### config.mk
export PLATFORM = sky130hd
export DESIGN_NAME = adc_arbiter
export DESIGN_NICKNAME = d
export VERILOG_FILES = /design/src/rtl/adc_arb_pkg.sv /design/src/rtl/rr_arbiter.sv /design/src/rtl/adc_arbiter.sv
export SDC_FILE = /design/constraint.sdc
export NUM_CORES = 1
export LEC_CHECK = 0
export ABC_CLOCK_PERIOD_IN_PS = 5750
export BUFFER_PORTS_ARGS = -buffer_cell sky130_fd_sc_hd__buf_2
export CAP_MARGIN = 30
export CORE_MARGIN = 4
export CORE_UTILIZATION = 23
export CTS_CLUSTER_DIAMETER = 50
export DETAILED_ROUTE_END_ITERATION = 10
export GPL_TIMING_DRIVEN = 1
export PLACE_DENSITY = 0.53
export SKIP_LAST_GASP = 1
export SYNTH_ARGS = -nofsm -noshare
export SYNTH_HDL_FRONTEND = slang
export SYNTH_HIERARCHICAL = 1
export SYNTH_SLANG_ARGS = --single-unit
### constraint.sdc
create_clock -name clk -period 5.75 [get_ports clk]
set_input_delay 1.15 -clock clk [delete_from_list [all_inputs] [get_ports clk]]
set_output_delay 1.15 -clock clk [all_outputs]
set_load 0.1 [all_outputs]
### src/rtl/adc_arb_pkg.sv
// Shared ADC arbiter definitions: sample width from the ADC config and FSM state encodings.
package adc_arb_pkg;
  localparam int ADC_WIDTH = 12;

  typedef enum logic [1:0] {
    ST_IDLE     = 2'd0,
    ST_WAIT_ADC = 2'd1,
    ST_DELIVER  = 2'd2
  } arb_state_t;
endpackage

### src/rtl/rr_arbiter.sv
// Round-robin selector: scans the request vector starting at the pointer, returns one-hot grant and index.
module rr_arbiter
  import adc_arb_pkg::*;
#(
  parameter  int NUM_REQ = 4,
  localparam int IW      = $clog2(NUM_REQ)
) (
  input  logic [NUM_REQ-1:0] i_req,
  input  logic [IW-1:0]      i_ptr,
  output logic [NUM_REQ-1:0] o_gnt,
  output logic [IW-1:0]      o_idx,
  output logic               o_any
);

  localparam logic [IW:0] NW = (IW+1)'(NUM_REQ);

  logic [IW:0]   w_sum;
  logic [IW-1:0] w_cand;
  logic          w_found;

  assign o_any = |i_req;

  always_comb begin
    o_gnt   = '0;
    o_idx   = '0;
    w_found = 1'b0;
    w_sum   = '0;
    w_cand  = '0;
    for (int i = 0; i < NUM_REQ; i++) begin
      // Pointer is always below NUM_REQ, so one subtraction performs the wrap.
      w_sum = {1'b0, i_ptr} + (IW+1)'(i);
      if (w_sum >= NW) w_sum = w_sum - NW;
      w_cand = w_sum[IW-1:0];
      if (!w_found && i_req[w_cand]) begin
        w_found       = 1'b1;
        o_gnt[w_cand] = 1'b1;
        o_idx         = w_cand;
      end
    end
  end

endmodule

### src/rtl/adc_arbiter.sv
// Shares one ADC between NUM_REQ requesters, delivering only fresh samples (rising adc_d_valid).
// Optional response timeout enabled by defining ADC_ARB_TIMEOUT_EN.
module adc_arbiter
  import adc_arb_pkg::*;
#(
  parameter  int NUM_REQ        = 4,
  parameter  int TIMEOUT_CYCLES = 255,
  localparam int IW             = $clog2(NUM_REQ)
) (
  input  logic                 clk,
  input  logic                 rst,
  input  logic [NUM_REQ-1:0]   req_valid,
  output logic [NUM_REQ-1:0]   req_ready,
  output logic [NUM_REQ-1:0]   rsp_valid,
  input  logic [NUM_REQ-1:0]   rsp_ready,
  output logic [ADC_WIDTH-1:0] rsp_data,
  input  logic                 adc_d_valid,
  output logic                 adc_d_ready,
  input  logic [ADC_WIDTH-1:0] adc_value,
  output logic [IW-1:0]        grant_id,
  output logic                 busy,
  output logic                 timeout_err
);

  localparam logic [IW-1:0] LAST_IDX = IW'(NUM_REQ - 1);

  if (NUM_REQ < 2 || NUM_REQ > 8 || TIMEOUT_CYCLES < 1) begin : g_bad_params
    $error("adc_arbiter: NUM_REQ must be 2..8 and TIMEOUT_CYCLES at least 1");
  end

  arb_state_t           r_state;
  logic [IW-1:0]        r_ptr;
  logic [IW-1:0]        r_grant_id;
  logic [NUM_REQ-1:0]   r_req_ready;
  logic                 r_adc_q;
  logic [ADC_WIDTH-1:0] r_data;
  logic [NUM_REQ-1:0]   w_gnt;
  logic [IW-1:0]        w_idx;
  logic                 w_any;

  rr_arbiter #(.NUM_REQ(NUM_REQ)) u_rr (
    .i_req (req_valid),
    .i_ptr (r_ptr),
    .o_gnt (w_gnt),
    .o_idx (w_idx),
    .o_any (w_any)
  );

`ifdef ADC_ARB_TIMEOUT_EN
  localparam int            CW       = $clog2(TIMEOUT_CYCLES + 1);
  localparam logic [CW-1:0] LAST_CNT = CW'(TIMEOUT_CYCLES - 1);
  logic [CW-1:0] r_cnt;
  logic          r_timeout_err;
  assign timeout_err = r_timeout_err;
`else
  assign timeout_err = 1'b0;
`endif

  always_ff @(posedge clk) begin
    if (rst) begin
      r_state     <= ST_IDLE;
      r_ptr       <= '0;
      r_grant_id  <= '0;
      r_req_ready <= '0;
      // Any sample already pending at reset release counts as stale.
      r_adc_q     <= 1'b1;
`ifdef ADC_ARB_TIMEOUT_EN
      r_cnt         <= '0;
      r_timeout_err <= 1'b0;
`endif
    end else begin
      r_adc_q     <= adc_d_valid;
      r_req_ready <= '0;
`ifdef ADC_ARB_TIMEOUT_EN
      r_timeout_err <= 1'b0;
`endif
      case (r_state)
        ST_IDLE: begin
          if (w_any) begin
            r_grant_id  <= w_idx;
            r_req_ready <= w_gnt;
            r_ptr       <= (w_idx == LAST_IDX) ? '0 : w_idx + IW'(1);
            r_state     <= ST_WAIT_ADC;
          end
        end
        ST_WAIT_ADC: begin
          if (adc_d_valid && !r_adc_q) begin
            r_data  <= adc_value;
            r_state <= ST_DELIVER;
`ifdef ADC_ARB_TIMEOUT_EN
            r_cnt   <= '0;
`endif
          end
        end
        ST_DELIVER: begin
          if (rsp_ready[r_grant_id]) begin
            r_state <= ST_IDLE;
          end
`ifdef ADC_ARB_TIMEOUT_EN
          else if (r_cnt == LAST_CNT) begin
            r_state       <= ST_IDLE;
            r_timeout_err <= 1'b1;
          end else begin
            r_cnt <= r_cnt + CW'(1);
          end
`endif
        end
        default: r_state <= ST_IDLE;
      endcase
    end
  end

  assign req_ready   = r_req_ready;
  assign grant_id    = r_grant_id;
  assign busy        = (r_state != ST_IDLE);
  assign adc_d_ready = (r_state == ST_WAIT_ADC);
  assign rsp_valid   = (r_state == ST_DELIVER) ? (NUM_REQ'(1) << r_grant_id) : '0;
  assign rsp_data    = (r_state == ST_DELIVER) ? r_data : '0;

endmodule

==> summary.md, run 1 <==
| Metric | Value |
|---|---|
| IO Pins | 48 |
| Clock Skews | between 3 and 4 ps |
| Largest area contributor in the netlist | edfxtp_1 |
| Layout cells sized above 1 | roughly two fifths |
| Remaining Overflow, GRT | 0 |
| RSZ-0062 raised after global routing | false |
| Setup_tns | 0 ps |
| Worst reg2reg path depth | 9 |
| Half-perimeter wire length after placement | ~2200 um |
| Layout area overhead | 25.0% |
| IO Port Bufs | 46 |
| Initial core utilization | 24.0% |
| Place WS | ~2600 ps |
| Sink Count | 23 |
| CTS buffer count | 3 |
| Routed wire length | about 2700 um |
| Global-route wire length before repair | ~4500 um |
| Tmin final | about 2900 ps |
| Worst Setup Start Kind | flop |
| Largest net degree at the start of global routing | 18 |
| CP max FO | 16 |
| Worst Tran Pin Value | just over 900 ps |
| Post-cts hold buffer count | 0 |
| Antenna Nets Post-Route | 0 |
| DRT iter0 DRCs | 43 |
| # DRC | 0 |
| CP max-delay cell | dfxtp_1 |
| FP Rows | 27 |
| Period utilisation layout | a little over 50% |
| Post-Syn Area | roughly 1300 sq um |
| Setup Buffers After CTS | 0 |
| Setup ws final | between 2000 and 3000 ps |
| Antenna violations before repair | 0 |
| Die Wd | between 80 and 90 um |
| Routed via count | approximately 1000 |
| Crit path arrival time | around 3100 ps |
| Crit. End Element | flop |
| Power per cell area | about 400 nW/um^2 |
| Syn Inst Count | around 120 |
| Worst Hold Class | reg2reg |
| Critical Path Max Stage Delay | ~720 ps |
| Die ar. | ~7000 sq um |
| Achievable clock frequency | 344 MHz |
| Die H | roughly 84 um |
| CP Depth | 9 |
| Final #Nets | between 150 and 200 |
| GRT Overall Usage | 7.58% |
| Delay-heaviest family, CP | flip-flops |
| Yosys top cell area share | a little over a quarter |
| Hold depth | 2 |
| CTS Buffer Depth | 2 |
| Hold Fails Final Rpt | 0 |
| Worst skew pair latency | between 200 and 300 ps |
| Drt wl/cell | between 10 and 15 um |
| Synthesis Warnings | 6 |
| Maxcap violations | 0 |
| TritonCTS clock tree | done |
| Max VDD drop | roughly 0.13 mV |
| Worst path most repeated cell | ha_1 |
| Final Slew Violations | 0 |
| GPL Wtd Cong | roughly 0.76 |
| Post-CTS Resized | 0 |
| Final antenna diode count | 0 |
| Outcome | finished, final reports clean |
| Net Count, Synth | 150 |
| Netlist cell types | 37 |
| Crit path required time | just under 6000 ps |
| # H-tree levels | 1 |
| Vias in the first global route | 955 |
| Area contributors post-synth | edfxtp_1 27%, dfxtp_1 16%, mux4_2 8.4% |
| Slew HR | about 40% |
| Post-synthesis sequential area ratio | a little over two fifths |
| Placed insts | 233 |
| Final setup vio count | 0 |
| Crit path buffers/inverters | 1 |
| Drt pass-1 iters | 4 |
| Worst-path clk slew | 70 ps |
| Worst path cell trace | inv_1 -> ha_1 -> mux4_2 -> nor2b_1 -> o21ai_0 -> o31ai_1 -> ha_1 -> mux2i_1 -> nor2_1 |
| Finished Layout Cells | approximately 240 |
| Syn Area/Cell | 11.1 sq um |
| Via density | 4.39 |
| Crit Path Class | reg2reg |
| Core footprint | 5570 sq um |
| Seq cells post-synth | 23 |
| Commonest non-fill, non-tap cells in the layout | 46 x buf_2, 16 x and2_1, 13 x nor2_1 |
| Commonest non-fill, non-tap cell in the layout | buf_2 |
| Root Driver | clkbuf_8 |
| Leakage power | roughly 0.74 nW |
## layer usage
metal | GRT usage, % | routed length, um | vias up
li1 | - | - | 525
met1 | 10.1 | 1270 | 470
met2 | 11.5 | 1160 | 43
met3 | 1.96 | 266 | 2
met4 | 3.45 | 19 | 0
met5 | 0 | 0 | -
## power by group
group | internal (mW) | total, mW | switching, mW
Clock | 0.0492 | 0.0942 | 0.0450
Combinational | 0.122 | 0.335 | 0.214
Sequential | 0.190 | 0.224 | 0.0341
Total | 0.361 | 0.654 | 0.293
## through the flow
step	power (mW)	hold slack, ps	util (%)	cell area, sq um
finish	0.654	550	30.1	1680
global route	0.708	580	30.1	1680
CTS	0.661	553	30.1	1680
detailed placement	0.565	541	29.2	1630
global placement	0.564	537	29.2	1630
floorplan	0.508	513	-	1340
## worst min-delay path, cell delays in order (launching register included)
cell and delay [ps]:
dfxtp_1 320, nand3b_1 140, a21oi_2 50
## Yosys cell counts (all sizes together)
master,n
or2,2
mux2i,5
ha,6
nand3b,1
and2,16
inv,3
or4,1
o21ai,7
nor2b,5
clkbuf,2
and3,1
nand2,1
o31ai,1
dfxtp,11
a22oi,8
buf,4
a22o,1
and3b,2
nor4b,1
a21oi,2
conb,1
and2b,1
o2111ai,1
nor3b,2
nor2,13
nand2b,3
nand3,1
o211ai,1
a21o,1
mux4,5
edfxtp,12
## final cells by class
cell class	instances	area [sq um]
fill	580	3900
multi-input combinational	89	718
sequential	23	581
timing repair buffer	46	230
tap	72	90.1
clock buffer	4	45.0
inverter	3	11.3
## state kept, by name, summed over array words and instances (netlist names)
register / count
grant_id: 2
r_adc_q: 1
r_data: 12
r_ptr: 2
r_state: 2
req_ready: 4
## final timing paths
check                                  end  startpoint  slack (ps)
worst max-delay path              r_ptr[1]    r_ptr[0]        2840
worst min-delay path            r_state[1]     r_adc_q         550
worst max register to register    r_ptr[1]    r_ptr[0]        2840
worst min register to register  r_state[1]     r_adc_q         550
## cells by family after synthesis
family / Yosys count / share of synthesized area, %
flip-flops: 23 / 43.3
adder cells (fa/ha/maj): 6 / 5.60
multiplexers: 10 / 12.1
AND/OR/NAND/NOR: 50 / 24.5
other: 1 / 0.280
AO/OA/AOI/OAI: 22 / 11.1
buffers and inverters: 9 / 3.08
No activity file was read; power rests on OpenSTA's default activity.
==> inputs of run 2 (changes only) <==
--- a/config.mk
+++ b/config.mk
@@ -5,7 +5,7 @@
 export SDC_FILE = /design/constraint.sdc
 export NUM_CORES = 1
 export LEC_CHECK = 0
-export ABC_CLOCK_PERIOD_IN_PS = 5750
+export ABC_CLOCK_PERIOD_IN_PS = 2350
 export BUFFER_PORTS_ARGS = -buffer_cell sky130_fd_sc_hd__buf_2
 export CAP_MARGIN = 30
 export CORE_MARGIN = 4
@@ -13,7 +13,7 @@
 export CTS_CLUSTER_DIAMETER = 50
 export DETAILED_ROUTE_END_ITERATION = 10
 export GPL_TIMING_DRIVEN = 1
-export PLACE_DENSITY = 0.53
+export PLACE_DENSITY = 0.55
 export SKIP_LAST_GASP = 1
 export SYNTH_ARGS = -nofsm -noshare
 export SYNTH_HDL_FRONTEND = slang
==> constraint.sdc (replaced) <==
create_clock -name clk -period 2.35 [get_ports clk]
set_input_delay 0.47 -clock clk [delete_from_list [all_inputs] [get_ports clk]]
set_output_delay 0.47 -clock clk [all_outputs]
set_load 0.1 [all_outputs]
==> run 2 against run 1 <==
  * Clock power grew 140%
  * Worst hold slack worse by 160 ps
  * Utilization grew 2.6 points
  * Global-route usage is 0.42 points higher
  * Combinational power grew to 3.1 times the previous value
  * Worst setup slack worse by 2700 ps
  * Die area unchanged
  * Critical path depth did not move
  * Sequential share of layout area is 2.5 points lower
  * Sequential cell count unchanged
  * Clock skew hardly changed
  * Clock-buffer cell count did not move
  * Critical path type unchanged
  * Largest power group unchanged
  * Highest routed layer unchanged
==> summary.md, run 2 (synthesis gave the netlist of run 1 again) <==
| Metric | Value |
|---|---|
| Drt wl/cell | 11.5 um |
| Routed wire length | approximately 2900 um |
| Clock Skews | 3.65 ps |
| # DRC | 0 |
| Worst Setup Start Kind | flop |
| Layout cells sized above 1 | 46.9% |
| Crit. End Element | flop |
| IO Port Bufs | 46 |
| CTS Buffer Depth | 2 |
| Antenna violations before repair | 0 |
| Final Slew Violations | 0 |
| Finished Layout Cells | 249 |
| Core footprint | 5570 sq um |
| TritonCTS clock tree | done |
| Leakage power | ~0.82 nW |
| Root Driver | clkbuf_8 |
| Drt pass-1 iters | 6 |
| Power per cell area | roughly 1000 nW/um^2 |
| CTS buffer count | 3 |
| Worst skew pair latency | between 200 and 300 ps |
| Final setup vio count | 0 |
| Final #Nets | approximately 210 |
| Crit Path Class | reg2reg |
| Fin util | between 30% and 40% |
| Half-perimeter wire length after placement | ~2300 um |
| Place WS | between 60 and 70 ps |
| Global-route wire length before repair | ~4700 um |
| Antenna Nets Post-Route | 0 |
| Maxcap violations | 0 |
| Via density | roughly 4.3 |
| Worst-path clk slew | roughly 70 ps |
| Die ar. | 7110 sq um |
| Setup ws final | 105 ps |
| Crit path arrival time | 2390 ps |
| Die Wd | between 80 and 90 um |
| Sink Count | 23 |
| Achievable clock frequency | ~450 MHz |
| Routed via count | 1083 |
| Placed insts | ~240 |
| Die H | between 80 and 90 um |
| # H-tree levels | 1 |
| Initial core utilization | 24.0% |
| CP max FO | 8 |
| IO Pins | between 40 and 50 |
| Final antenna diode count | 0 |
| Setup_tns | 0 ps |
| Max reg flops | 12 |
| GRT Overall Usage | around 8% |
| Outcome | finished, final reports clean |
| Tmin final | 2240 ps |
| Final Total Pwr | about 1.8 mW |
| Commonest non-fill, non-tap cells in the layout | 46 x buf_2, 16 x and2_1, 12 x nor2_1, 12 x buf_4, 12 x edfxtp_1 |
| Layout area overhead | 35.9% |
| Post-cts hold buffer count | 0 |
| Vias in the first global route | around 1000 |
| FP Rows | 27 |
| Remaining Overflow, GRT | 0 |
| Max VDD drop | roughly 0.35 mV |
| Reg with most FFs | r_data |
| GPL Wtd Cong | about 0.82 |
| Worst Hold Class | in2reg |
| Period utilisation layout | 95.5% |
| Largest net degree at the start of global routing | 18 |
| Commonest non-fill, non-tap cell in the layout | buf_2 |
| DRT iter0 DRCs | 37 |
| Hold Fails Final Rpt | 0 |
| Crit path required time | 2500 ps |
## run 2: cell count changes in the layout (fill, tap and decap cells not counted), sizes merged
cell  before  now
buf       46   58
## run 2: stage by stage
stage | hold slack [ps] | area [sq um]
after global placement | 541 | 1750
after detailed placement | 548 | 1750
after global routing | 372 | 1820
final | 387 | 1820
after floorplan | 513 | 1400
after CTS | 376 | 1790
## run 2: area by class of cell
type	instances	area (sq um)
clock buffers	4	45.0
fillers	582	3750
inverters	3	11.3
multi-input cells	89	768
flip-flops and latches	23	586
well taps	72	90.1
repair buffers	58	320
## run 2: power breakdown
| group | leakage (nW) | internal, mW | switching [mW] |
|---|---|---|---|
| clock network | 0.0228 | 0.120 | 0.110 |
| registers | 0.200 | 0.472 | 0.0596 |
| logic | 0.593 | 0.443 | 0.597 |
## run 2: repair_timing
| item | CTS | global route |
|---|---|---|
| setup endpoints to repair | 0 | 2 |
| gates resized for setup | 0 | 3 |
| buffers inserted | 0 | 2 |
## run 2: critical path, cell delays in order (launching register included)
cell       delay, ps
dfxtp_4          400
inv_1             90
ha_4             300
mux4_2           380
nand2b_1         190
o2111ai_2        180
a22o_1           170
ha_1             240
mux2i_1          130
nor2_1            50
## run 2: path summary, 6_finish.rpt
check | from | endpoint | slack [ps] | cells past startpoint
worst max register to register | r_ptr[0] | r_ptr[1] | 110 | 9
worst max-delay path | r_ptr[0] | r_ptr[1] | 110 | 9
worst min register to register | r_adc_q | r_state[1] | 550 | 2
worst min-delay path | adc_value[2] | r_data[2] | 390 | 1
## run 2: metal layers
metal | track usage [%] | vias up | part of all wire, % | wire length [um]
met5 | 0 | - | 0 | 0
met1 | 10.4 | 493 | 46 | 1330
met2 | 12.9 | 41 | 44 | 1270
met4 | 2.59 | 0 | 0.66 | 19
met3 | 2.16 | 2 | 8.9 | 254
li1 | - | 547 | - | -
==> inputs of run 3 (changes only) <==
==> constraint.sdc (replaced) <==
create_clock -name clk -period 2.35 [get_ports clk]
set_input_delay 0.1175 -clock clk [delete_from_list [all_inputs] [get_ports clk]]
set_output_delay 0.1175 -clock clk [all_outputs]
set_load 0.1 [all_outputs]
==> run 3 against run 2 <==
  * Non-clock buffer count down 1
  * Worst hold slack lost 350 ps
  * Via count up 1.6%
  * Critical path depth decreased by 2
  * Largest power group unchanged
  * Register-to-register slack better by 50 ps
  * Utilization fell by 0.25 points
  * Largest cell class unchanged
  * Worst setup slack gained 52 ps
  * Cell count fell by 0.40%
  * Clock skew shrank 1.3 ps
  * Die area did not move
  * Clock-buffer cell count is the same
==> summary.md, run 3 (synthesis gave the netlist of run 1 again) <==
| Metric | Value |
|---|---|
| # DRC | 0 |
| Crit Path Class | reg2reg |
| Worst Hold Class | in2reg |
| Final #Nets | between 200 and 250 |
| Crit path required time | ~2500 ps |
| Critical Path Max Stage Delay | around 630 ps |
| CTS buffer count | 3 |
| Die ar. | 7110 sq um |
| Max VDD drop | between 0.3 and 0.4 mV |
| Commonest non-fill, non-tap cell in the layout | buf_2 |
| Worst skew pair latency | approximately 250 ps |
| Die Wd | approximately 84 um |
| Routed via count | 1100 |
| Hold depth | 1 |
| Core footprint | roughly 5600 sq um |
| DRT iter0 DRCs | 50 |
| Worst path cell trace | buf_4 -> mux4_2 -> nor4b_4 -> a22o_1 -> ha_1 -> mux2i_1 -> nor2_1 |
| Vias in the first global route | 1039 |
| Launch point of the worst reg-to-reg path | r_ptr[0] |
| Outcome | finished, final reports clean |
| Clock Skews | ~2.4 ps |
| RSZ-0062 raised after global routing | false |
| Layout cells sized above 1 | 46.6% |
| Final antenna diode count | 0 |
| Filler cell count | 582 |
| Initial core utilization | between 20% and 30% |
| Placed insts | ~240 |
| TritonCTS clock tree | done |
| Worst Hold End | r_data[2] |
| Half-perimeter wire length after placement | between 2000 and 2500 um |
| Maxcap violations | 0 |
| FP Rows | 27 |
| Leakage power | approximately 0.82 nW |
| # H-tree levels | 1 |
| Period utilisation layout | between 90 and 100% |
| Remaining Overflow, GRT | 0 |
| CTS Buffer Depth | 2 |
| Tmin final | 2190 ps |
| Crit path arrival time | around 2300 ps |
| Finished Layout Cells | ~250 |
| IO Port Bufs | 46 |
| Die H | about 84 um |
| Drt pass-1 iters | 5 |
| Antenna Nets Post-Route | 0 |
| Power per cell area | just under 1000 nW/um^2 |
| Sink Count | 23 |
| Final setup vio count | 0 |
| Layout area overhead | 34.8% |
| Worst Setup Start Kind | flop |
| Setup_tns | 0 ps |
| Commonest non-fill, non-tap cells in the layout | 46 x buf_2, 16 x and2_1, 12 x nor2_1, 12 x edfxtp_1, 11 x buf_4 |
| Global-route wire length before repair | between 4000 and 5000 um |
| Post-DP Area | about 1700 sq um |
| Antenna violations before repair | 0 |
| Hold_sp | adc_value[2] |
| IO Pins | between 40 and 50 |
| Drt wl/cell | roughly 12 um |
| Achievable clock frequency | 456 MHz |
| Worst reg2reg path depth | 7 |
| CP max FO | 12 |
| Final Slew Violations | 0 |
| CP max-delay cell | mux4_2 |
| Hold Fails Final Rpt | 0 |
| Root Driver | clkbuf_8 |
| Largest net degree at the start of global routing | 18 |
| Crit. End Element | flop |
| GPL Wtd Cong | approximately 0.75 |
| R2R setup slack | ~160 ps |
| Worst-path clk slew | 70 ps |
| Via density | between 4 and 5 |
| Fin util | 32.4% |
| Routed wire length | ~2900 um |
| Worst flop-to-flop path endpoint | r_ptr[1] |
| Reg with most FFs | r_data |
| Max reg flops | 12 |
| GRT Overall Usage | just under 8% |
| Fin area | between 1500 and 2000 sq um |
[run 3: cell types whose count changed in the layout (fill, tap and decap cells not counted)]
cell,delta
buf_4,-1
dfxtp_2,-1
o31ai_2,-1
nor3b_4,-1
nor3b_2,+1
nand2b_4,+1
nor2_4,-1
nand2b_1,-1
o31ai_1,+1
dfxtp_4,+1
nor2_2,+1
[run 3: what timing repair did]
action | in CTS | in global routing
gates resized for setup | 0 | 4
hold buffers | 0 | 0
setup endpoints to repair | 0 | 2
setup buffers | 0 | 3
hold endpoints to repair | 0 | 0
[run 3: critical path, delay by kind of cell (launching register included)]
kind,cells,cell delay [ps]
simple gates,2,360
fa+ha+maj,1,230
flops,1,380
mux,2,760
compound gates,1,210
buf+inv,1,150
[run 3: routing by layer]
layer / up-vias / share of wire [%] / global-route usage (%)
met3: 4 / 9.0 / 2.16
met4: 0 / 1.2 / 3.45
met5: - / 0 / 0
met1: 500 / 46 / 10.1
li1: 543 / - / -
met2: 53 / 43 / 12.3
[run 3: final cells by class]
type / instances / area [sq um] / share of cell area (%)
tap: 72 / 90.1 / 4.99
inverter: 3 / 11.3 / 0.623
timing repair buffer: 57 / 313 / 17.3
clock buffer: 4 / 45.0 / 2.49
multi-input combinational: 89 / 759 / 42.0
sequential: 23 / 588 / 32.5
[run 3: how the worst max path moves through the flow]
stage / start / to / slack [ps] / cells past startpoint
3_5_place_dp: r_ptr[0] / r_ptr[1] / 60 / 9
6_report: r_ptr[0] / r_ptr[1] / 160 / 7
3_3_place_gp: r_ptr[0] / r_ptr[1] / 110 / 9
2_1_floorplan: r_ptr[1] / r_ptr[1] / 4 / 9
5_1_grt: r_ptr[0] / r_ptr[1] / 20 / 9
4_1_cts: r_ptr[1] / r_ptr[1] / 40 / 9
[run 3: metrics by stage]
step	total power, mW	setup WS (ps)	hold WS [ps]
floorplan	1.29	4.35	216
global placement	1.49	109	295
detailed placement	1.48	59.3	296
CTS	1.72	44.4	25.2
global route	1.89	15.5	20.6
finish	1.77	157	34.5
[run 3: power by group]
group	internal (mW)	switching (mW)
Clock	0.120	0.108
Sequential	0.473	0.0521
Combinational	0.421	0.591
Total	1.02	0.751
